`config.mk`:
```
export PLATFORM = sky130hd
export DESIGN_NAME = dct_row_butterfly
export DESIGN_NICKNAME = d
export VERILOG_FILES = /design/src/rtl/dct_pkg.sv /design/src/rtl/dct_bfly_pair.sv /design/src/rtl/dct_row_butterfly.sv
export SDC_FILE = /design/constraint.sdc
export NUM_CORES = 1
export LEC_CHECK = 0
export ABC_AREA = 0
export CORE_ASPECT_RATIO = 0.7
export CORE_MARGIN = 2
export CORE_UTILIZATION = 33
export CTS_CLUSTER_SIZE = 30
export DETAILED_ROUTE_END_ITERATION = 7
export HOLD_SLACK_MARGIN = 0.06
export PLACE_DENSITY_LB_ADDON = 0.3
export SLEW_MARGIN = 10
export SYNTH_ARGS = -nofsm -noshare
export SYNTH_HDL_FRONTEND = slang
export SYNTH_SLANG_ARGS = --single-unit
```
`constraint.sdc`:
```
create_clock -name sys_clk -period 1.93 [get_ports sys_clk]
set_clock_uncertainty 0.15 [all_clocks]
set_input_delay 0.2895 -clock sys_clk [delete_from_list [all_inputs] [get_ports sys_clk]]
set_output_delay 0.2895 -clock sys_clk [all_outputs]
set_load 0.02 [all_outputs]
```
`src/rtl/dct_pkg.sv`:
```
// Shared constants and saturation helper for the row DCT input stage,
// the DA_z* coefficient units and the transpose buffer.
package dct_pkg;

    localparam int DCT_N  = 8;
    localparam int DA_W   = 12;
    localparam int DA_MAX = 2047;
    localparam int DA_MIN = -2048;

    function automatic logic signed [DA_W-1:0] sat_da(input int v);
        if (v > DA_MAX)
            return DA_W'(DA_MAX);
        else if (v < DA_MIN)
            return DA_W'(DA_MIN);
        else
            return DA_W'(v);
    endfunction

endpackage

```
`src/rtl/dct_bfly_pair.sv`:
```
// One butterfly pair: saturated sum and difference of two signed samples.
module dct_bfly_pair
    import dct_pkg::*;
#(
    parameter int SW = 9
) (
    input  logic signed [SW-1:0]   a,
    input  logic signed [SW-1:0]   b,
    output logic signed [DA_W-1:0] sum,
    output logic signed [DA_W-1:0] diff
);

    logic signed [SW:0] sum_w;
    logic signed [SW:0] diff_w;

    always_comb begin
        sum_w  = (SW+1)'(a) + (SW+1)'(b);
        diff_w = (SW+1)'(a) - (SW+1)'(b);
        sum    = sat_da(int'(sum_w));
        diff   = sat_da(int'(diff_w));
    end

endmodule

```
`src/rtl/dct_row_butterfly.sv`:
```
// Row DCT input stage: gathers 8 samples, level-shifts, and registers the
// even sums / odd differences for the DA coefficient units.
module dct_row_butterfly
    import dct_pkg::*;
#(
    parameter int IN_W        = 8,
    parameter int LEVEL_SHIFT = 1
) (
    input  logic                   sys_clk,
    input  logic                   sys_rst_n,
    input  logic                   pix_valid,
    input  logic [IN_W-1:0]        pix_data,
    input  logic                   pix_sync,
    output logic signed [DA_W-1:0] even0,
    output logic signed [DA_W-1:0] even1,
    output logic signed [DA_W-1:0] even2,
    output logic signed [DA_W-1:0] even3,
    output logic signed [DA_W-1:0] odd0,
    output logic signed [DA_W-1:0] odd1,
    output logic signed [DA_W-1:0] odd2,
    output logic signed [DA_W-1:0] odd3,
    output logic                   DA_start,
    output logic [2:0]             row_idx,
    output logic                   blk_last
);

    localparam int SW = IN_W + 1;

    logic signed [SW-1:0]   s_in;
    logic signed [SW-1:0]   samp [DCT_N];
    logic [2:0]             col_cnt;
    logic [2:0]             row_cnt;
    logic signed [DA_W-1:0] sum_c  [4];
    logic signed [DA_W-1:0] diff_c [4];
    logic signed [DA_W-1:0] even_q [4];
    logic signed [DA_W-1:0] odd_q  [4];

    always_comb begin
        if (LEVEL_SHIFT != 0)
            s_in = $signed({1'b0, pix_data}) - $signed({2'b01, {(IN_W-1){1'b0}}});
        else
            s_in = $signed({pix_data[IN_W-1], pix_data});
    end

    // x7 is never stored: pair 0 takes it straight from the live input
    for (genvar k = 0; k < 4; k++) begin : g_pair
        dct_bfly_pair #(.SW(SW)) u_pair (
            .a    (samp[k]),
            .b    ((k == 0) ? s_in : samp[7-k]),
            .sum  (sum_c[k]),
            .diff (diff_c[k])
        );
    end

    always_ff @(posedge sys_clk or negedge sys_rst_n) begin
        if (!sys_rst_n) begin
            col_cnt  <= '0;
            row_cnt  <= '0;
            row_idx  <= '0;
            DA_start <= 1'b0;
            blk_last <= 1'b0;
            for (int unsigned i = 0; i < DCT_N; i++)
                samp[i] <= '0;
            for (int unsigned i = 0; i < 4; i++) begin
                even_q[i] <= '0;
                odd_q[i]  <= '0;
            end
        end else begin
            DA_start <= 1'b0;
            blk_last <= 1'b0;
            if (pix_valid) begin
                // sync outranks completion so a resync at col 7 never pulses
                if (pix_sync) begin
                    samp[0] <= s_in;
                    col_cnt <= 3'd1;
                    row_cnt <= '0;
                end else if (col_cnt == 3'(DCT_N-1)) begin
                    for (int unsigned i = 0; i < 4; i++) begin
                        even_q[i] <= sum_c[i];
                        odd_q[i]  <= diff_c[i];
                    end
                    DA_start <= 1'b1;
                    row_idx  <= row_cnt;
                    blk_last <= (row_cnt == 3'd7);
                    row_cnt  <= row_cnt + 3'd1;
                    col_cnt  <= '0;
                end else begin
                    samp[col_cnt] <= s_in;
                    col_cnt       <= col_cnt + 3'd1;
                end
            end
        end
    end

    assign even0 = even_q[0];
    assign even1 = even_q[1];
    assign even2 = even_q[2];
    assign even3 = even_q[3];
    assign odd0  = odd_q[0];
    assign odd1  = odd_q[1];
    assign odd2  = odd_q[2];
    assign odd3  = odd_q[3];

endmodule

```
---- Yosys cells after proc, flatten, opt, wreduce, memory -nomap -nowiden ----
Cells that the tools add are included.
cells by class
  add/sub/neg operators ................... 11
  magnitude comparators ................... 18
  eq/ne operators ......................... 3
  mux-type cells .......................... 31
  bitwise gates (word level) .............. 3
  reductions and logical operators ........ 6
operators by type and width
  operator              count
  $mux 12               16
  $gt 10x12->1 const B  8
  $lt 10x12->1 const B  8
  $bwmux 72             1
  $mux 72               1
  $add 9x9->10          4
  $sub 9x9->10          4
  $demux 9 s3           1
  $mux 9                2
  $mux 3                4
  $sub 8x8->9 const B   1
  $add 3x1->3 const B   2
  $eq 3x3->1 const B    2
  $mux 1                6
  $reduce_and 3->1      2
  $ge 4x4->1 const B    1
  $lt 4x1->1 const B    1
  $not 3->4             1
  $reduce_and 2->1      2
  $ne 2x2->1 const B    1
  $not 1->1             2
  $reduce_bool 2->1     1
  $logic_and 1x1->1     1
storage, ports and cells
  bits in registers ....................... 179
  bits of input ports ..................... 12
  output and inout port bits .............. 101
  word-level logic and storage cells ...... 93

---- Logic depth before layout (Yosys ltp) ----
  depth in word-level cells ............... 8
  gate-level depth with buffers ........... 10

---- Modules after synthesis ----
Synthesis repeated with hierarchy kept, for this count alone.
second synthesis, totals
  cells, all modules ...................... 858
  area total of the unflattened synthesis .. 9,541.7 um^2
by module, submodules not included
  module                                times used  cells each  area an instance (um^2)
  dct_row_butterfly                     1           384         6,266.0
  dct_bfly_pair (g_pair[0].u_pair ...)  3           119         820.8
  dct_bfly_pair (g_pair[3].u_pair)      1           117         813.3

---- Worst setup path before layout ----
OpenSTA, ideal clock, no wires.
  path kind ............................... register -> register
  from .................................... register samp[63] (netlist name)
  to ...................................... register odd_q, in the netlist odd0[6]
  library setup time ...................... 0.133 ns
  arrival ................................. 1.857 ns
  slack ................................... -0.210 ns
  stages on the path, launching flop included .. 11
  buffers on the path ..................... 0
  path through ............................ dfrtp_1 > inv_1 > ha_1 > inv_1 > fa_1 > a21o_1 > a21oi_1 > nor2b_1 > and3_1 > a221oi_1 > o21ai_0
on the way
  word-level cells in the longest chain between the ends .. 4
  elaborated cells between the ends (all ways) .. 5
  those cells by class .................... add/sub: 1; order compare: 2; mux: 2
RTL lines
  element                            RTL line                 RTL
  from (decl)                        dct_row_butterfly.sv:30  logic signed [SW-1:0] samp [DCT_N];
  from (signal, indexed assignment)  dct_row_butterfly.sv:88  samp[col_cnt] <= s_in;
  $sub 9x9->10 (*)                   dct_bfly_pair.sv:18      diff_w = (SW+1)'(a) - (SW+1)'(b);
  $lt 10x12->1                       dct_pkg.sv:13            else if (v < DA_MIN)
  $mux 12                            dct_pkg.sv:13
  $mux 12 (*)                        dct_pkg.sv:11            if (v > DA_MAX)
  to (signal, indexed assignment)    dct_row_butterfly.sv:80  odd_q[i] <= diff_c[i];
  to (decl)                          dct_row_butterfly.sv:36  logic signed [DA_W-1:0] odd_q [4];
Mark *: on every way between the ends. The rest lies on a longest branch, timed or not.
A chain may end at the register's enable or synchronous reset.

---- Worst setup path after layout ----
  from .................................... register samp[45] (netlist name)
  to ...................................... register odd_q, in the netlist odd2[8]
Same word-level chain as after synthesis.

==> run_results.csv <==
group,metric,value,unit
yosys,synth_edf_count,0,
timing,setup_slack,-237,ps
yosys,syn-cell-area,8340,um2
clock_network,numClockSinks,151,
global_route,grt_pass1_wl,38200,um
global_route,grt_use_total,0.184,
min_path,holdPathStages,4,
yosys,yosysWarnings,0,
drt,drc,0,
min_path,hp-start,"pix_data[5]",
yosys,synth_top_area_share,0.453,
global_route,gr-total-overflow,0,
timing,worst_pin_slew,476,ps
die,die-area,26600,um2
cells_and_area,fin_area,13300,um2
yosys,yosysUniqueCellTypes,50,
die,io_pins,113,
yosys,synth_fp_nets,969,
timing,maxSlewHeadroom,0.683,
cells_and_area,layout-drive-gt1-share,0.388,
yosys,avgSynthCellArea,9.47,um2
clock_network,cts_max_level,4,
min_path,hold_path_class,"input pin to flop",
drt,wl_per_cell,16.4,um
yosys,synthArstFlopShare,1.00,
drt,ant_nets,0,
worst_setup_path,reg2reg_from,"samp[45]$_DFFE_PN0P_",
clock_network,clk_pin_slew_worst_paths,70,ps
pwr,p_leak,0.00617,uW
worst_setup_path,cp-start-kind,"flop",
global_route,grt_pass1_vias,7080,
timing,slew_violations,0,
die,die_height,137,um
place,globalplace.congestion,0.841,
status,status,"finished with violations",
min_path,hold_end,"samp[14]$_DFFE_PN0P_",
yosys,ys_seq_elements,151,
die,initial_utilization,0.337,
drt,wl,24700,um
worst_setup_path,crit_path_start,"samp[45]$_DFFE_PN0P_",
timing,hold_violations,0,
place,io_buffer_count,112,
pwr,ir_worst_vdd,0.000785,V
drt,via_per_inst,4.77,
worst_setup_path,worstSetupEndpointType,"flop",
job,cap_violations,0,
worst_setup_path,reg2regPathDepth,10,
pwr,p_per_area,1640,nW/um2
cells_and_area,final_util,0.537,
cells_and_area,n_fill_cell,2164,
cells_and_area,synthToLayoutAreaGrowth,59.4,%
die,die_x,194,um
yosys,synth.most_common_cell,"dfrtp_1",
clock_network,cts_tree,"yes",
pwr,power.total,21900,uW
cells_and_area,nNetsFinal,1261,
clock_network,cts_max_path_buffers,2,
timing,rsz0062_at_grt,"yes",
timing,fin_crit,2170,ps
die,num_rows,48,
clock_network,root_buffer,"clkbuf_16",
timing,fin_crit_sh,1.12,
place,dpl_cell_area,11100,um2
drt,dr.pass1.iters,5,
drt,vias,7207,
cells_and_area,diodes,0,
global_route,antenna_found_initial,0,
place,dp_cells,1434,
timing,setup_viol,58,
worst_setup_path,rr_endpoint,"odd2[8]$_DFFE_PN0P_",
yosys,synth_seq_area_share,0.453,
worst_setup_path,cp.arrival,2370,ps
clock_network,clk_latency,430,ps
drt,drt_iter0_drc,293,
global_route,grt_max_degree,46,
status,violations,"setup timing",
yosys,synth.area.top_cells,"dfrtp_1 45%, ha_1 10%, o21ai_0 6.7%, nand2_1 5.7%, xnor2_1 3.4%",
yosys,synthCells,881,
place,place_hpwl,17000,um
worst_setup_path,critical_path_class,"flop to flop",
worst_setup_path,worstPathRequired,2130,ps
yosys,yosys_most_used_dff,"dfrtp_1",
timing,max_freq,0.461,GHz
yosys,yosysTopAreaCell,"dfrtp_1",
cells_and_area,final_cells,1511,
worst_setup_path,rrSetupSlack,-240,ps
clock_network,numCtsBuffers,17,
die,core_area,24700,um2
worst_setup_path,path_max_fanout,3,
yosys,ys_top_cells_by_count,"151 x dfrtp_1, 126 x nand2_1, 111 x o21ai_0",
-- kinds of logic after synthesis --
family / Yosys count / share of synthesized area
compound gates: 226 / 0.166
xor+xnor: 37 / 0.0389
fa+ha+maj: 76 / 0.121
buf+inv: 133 / 0.0758
flops: 151 / 0.453
mux: 13 / 0.0176
simple gates: 245 / 0.128
-- sequential cells by signal (all words and copies together), names as in the netlist --
signal	count
blk_last	1
col_cnt	3
row_cnt	3
even3	11
samp	56
odd0	11
DA_start	1
row_idx	3
even2	11
odd1	11
even0	10
odd3	10
odd2	10
even1	10
-- power breakdown --
| group | total [uW] | switching, uW | leakage (uW) | internal (uW) |
|---|---|---|---|---|
| Clock | 3550 | 1420 | 0.000294 | 2120 |
| Combinational | 13100 | 6390 | 0.00392 | 6740 |
| Sequential | 5180 | 892 | 0.00196 | 4280 |
| Total | 21900 | 8710 | 0.00617 | 13100 |
-- how the worst max path moves through the flow --
stage	end	slack, ps
after CTS	even3[6]$_DFFE_PN0P_	-210
after floorplan	odd0[6]$_DFFE_PN0P_	-80
after global placement	even0[8]$_DFFE_PN0P_	-770
after global routing	odd2[8]$_DFFE_PN0P_	-380
final	odd2[8]$_DFFE_PN0P_	-240
after detailed placement	even0[8]$_DFFE_PN0P_	-790
-- layout by cell type (no fill, tap or decap), drive strengths merged, types with 5 or more instances in the layout --
cell type	instances
a31oi	6
o21a	9
and3	7
dfrtp	151
inv	79
nand3	10
o31ai	8
xor2	5
nand2	126
ha	68
mux2	13
dlygate4sd2	6
buf	218
dlymetal6s2s	11
fa	8
nor3	13
a21oi	39
xnor2	32
o21ai	117
a221oi	9
nor2b	14
o21bai	10
clkdlybuf4s50	94
a21o	6
clkbuf	20
nor2	58
-- worst max-delay path, cell delays in order (launching register included) --
cell	delay, ps
dfrtp_1	410
inv_1	70
ha_2	180
inv_2	40
fa_2	330
a21o_1	200
a21oi_2	210
nor2b_2	90
o31ai_2	180
a22oi_1	100
o21ai_1	130
-- repair_timing --
item | CTS | global route
gates cloned | 1 | 2
gates resized for setup | 163 | 179
setup buffers | 29 | 28
endpoints found under the setup margin | 74 | 103
pin swaps | 80 | 94
hold buffers | 1 | 0
endpoints found under the hold margin | 140 | 0
-- layer usage --
layer	track usage	wire (um)
met1	0.271	12400
met2	0.274	11000
met3	0.0352	920
met4	0.0509	419
met5	0	0
-- through the flow --
step	setup TNS [ps]	hold slack, ps	worst slack, ps
global placement	-18450	107	-770
floorplan	-365	-156	-77.4
global route	-11590	149	-379
detailed placement	-20790	109	-795
finish	-5780	115	-237
CTS	-4270	222	-213
-- layout make-up --
class,count,area [um2],area share
Timing Repair Buffer,330,3060,0.230
Inverter,76,294,0.0221
Sequential cell,151,3780,0.285
Clock buffer,20,457,0.0344
Tap cell,325,407,0.0306
Clock inverter,12,165,0.0124
Multi-Input combinational cell,597,5120,0.386
(Power assumes the default switching activity.)
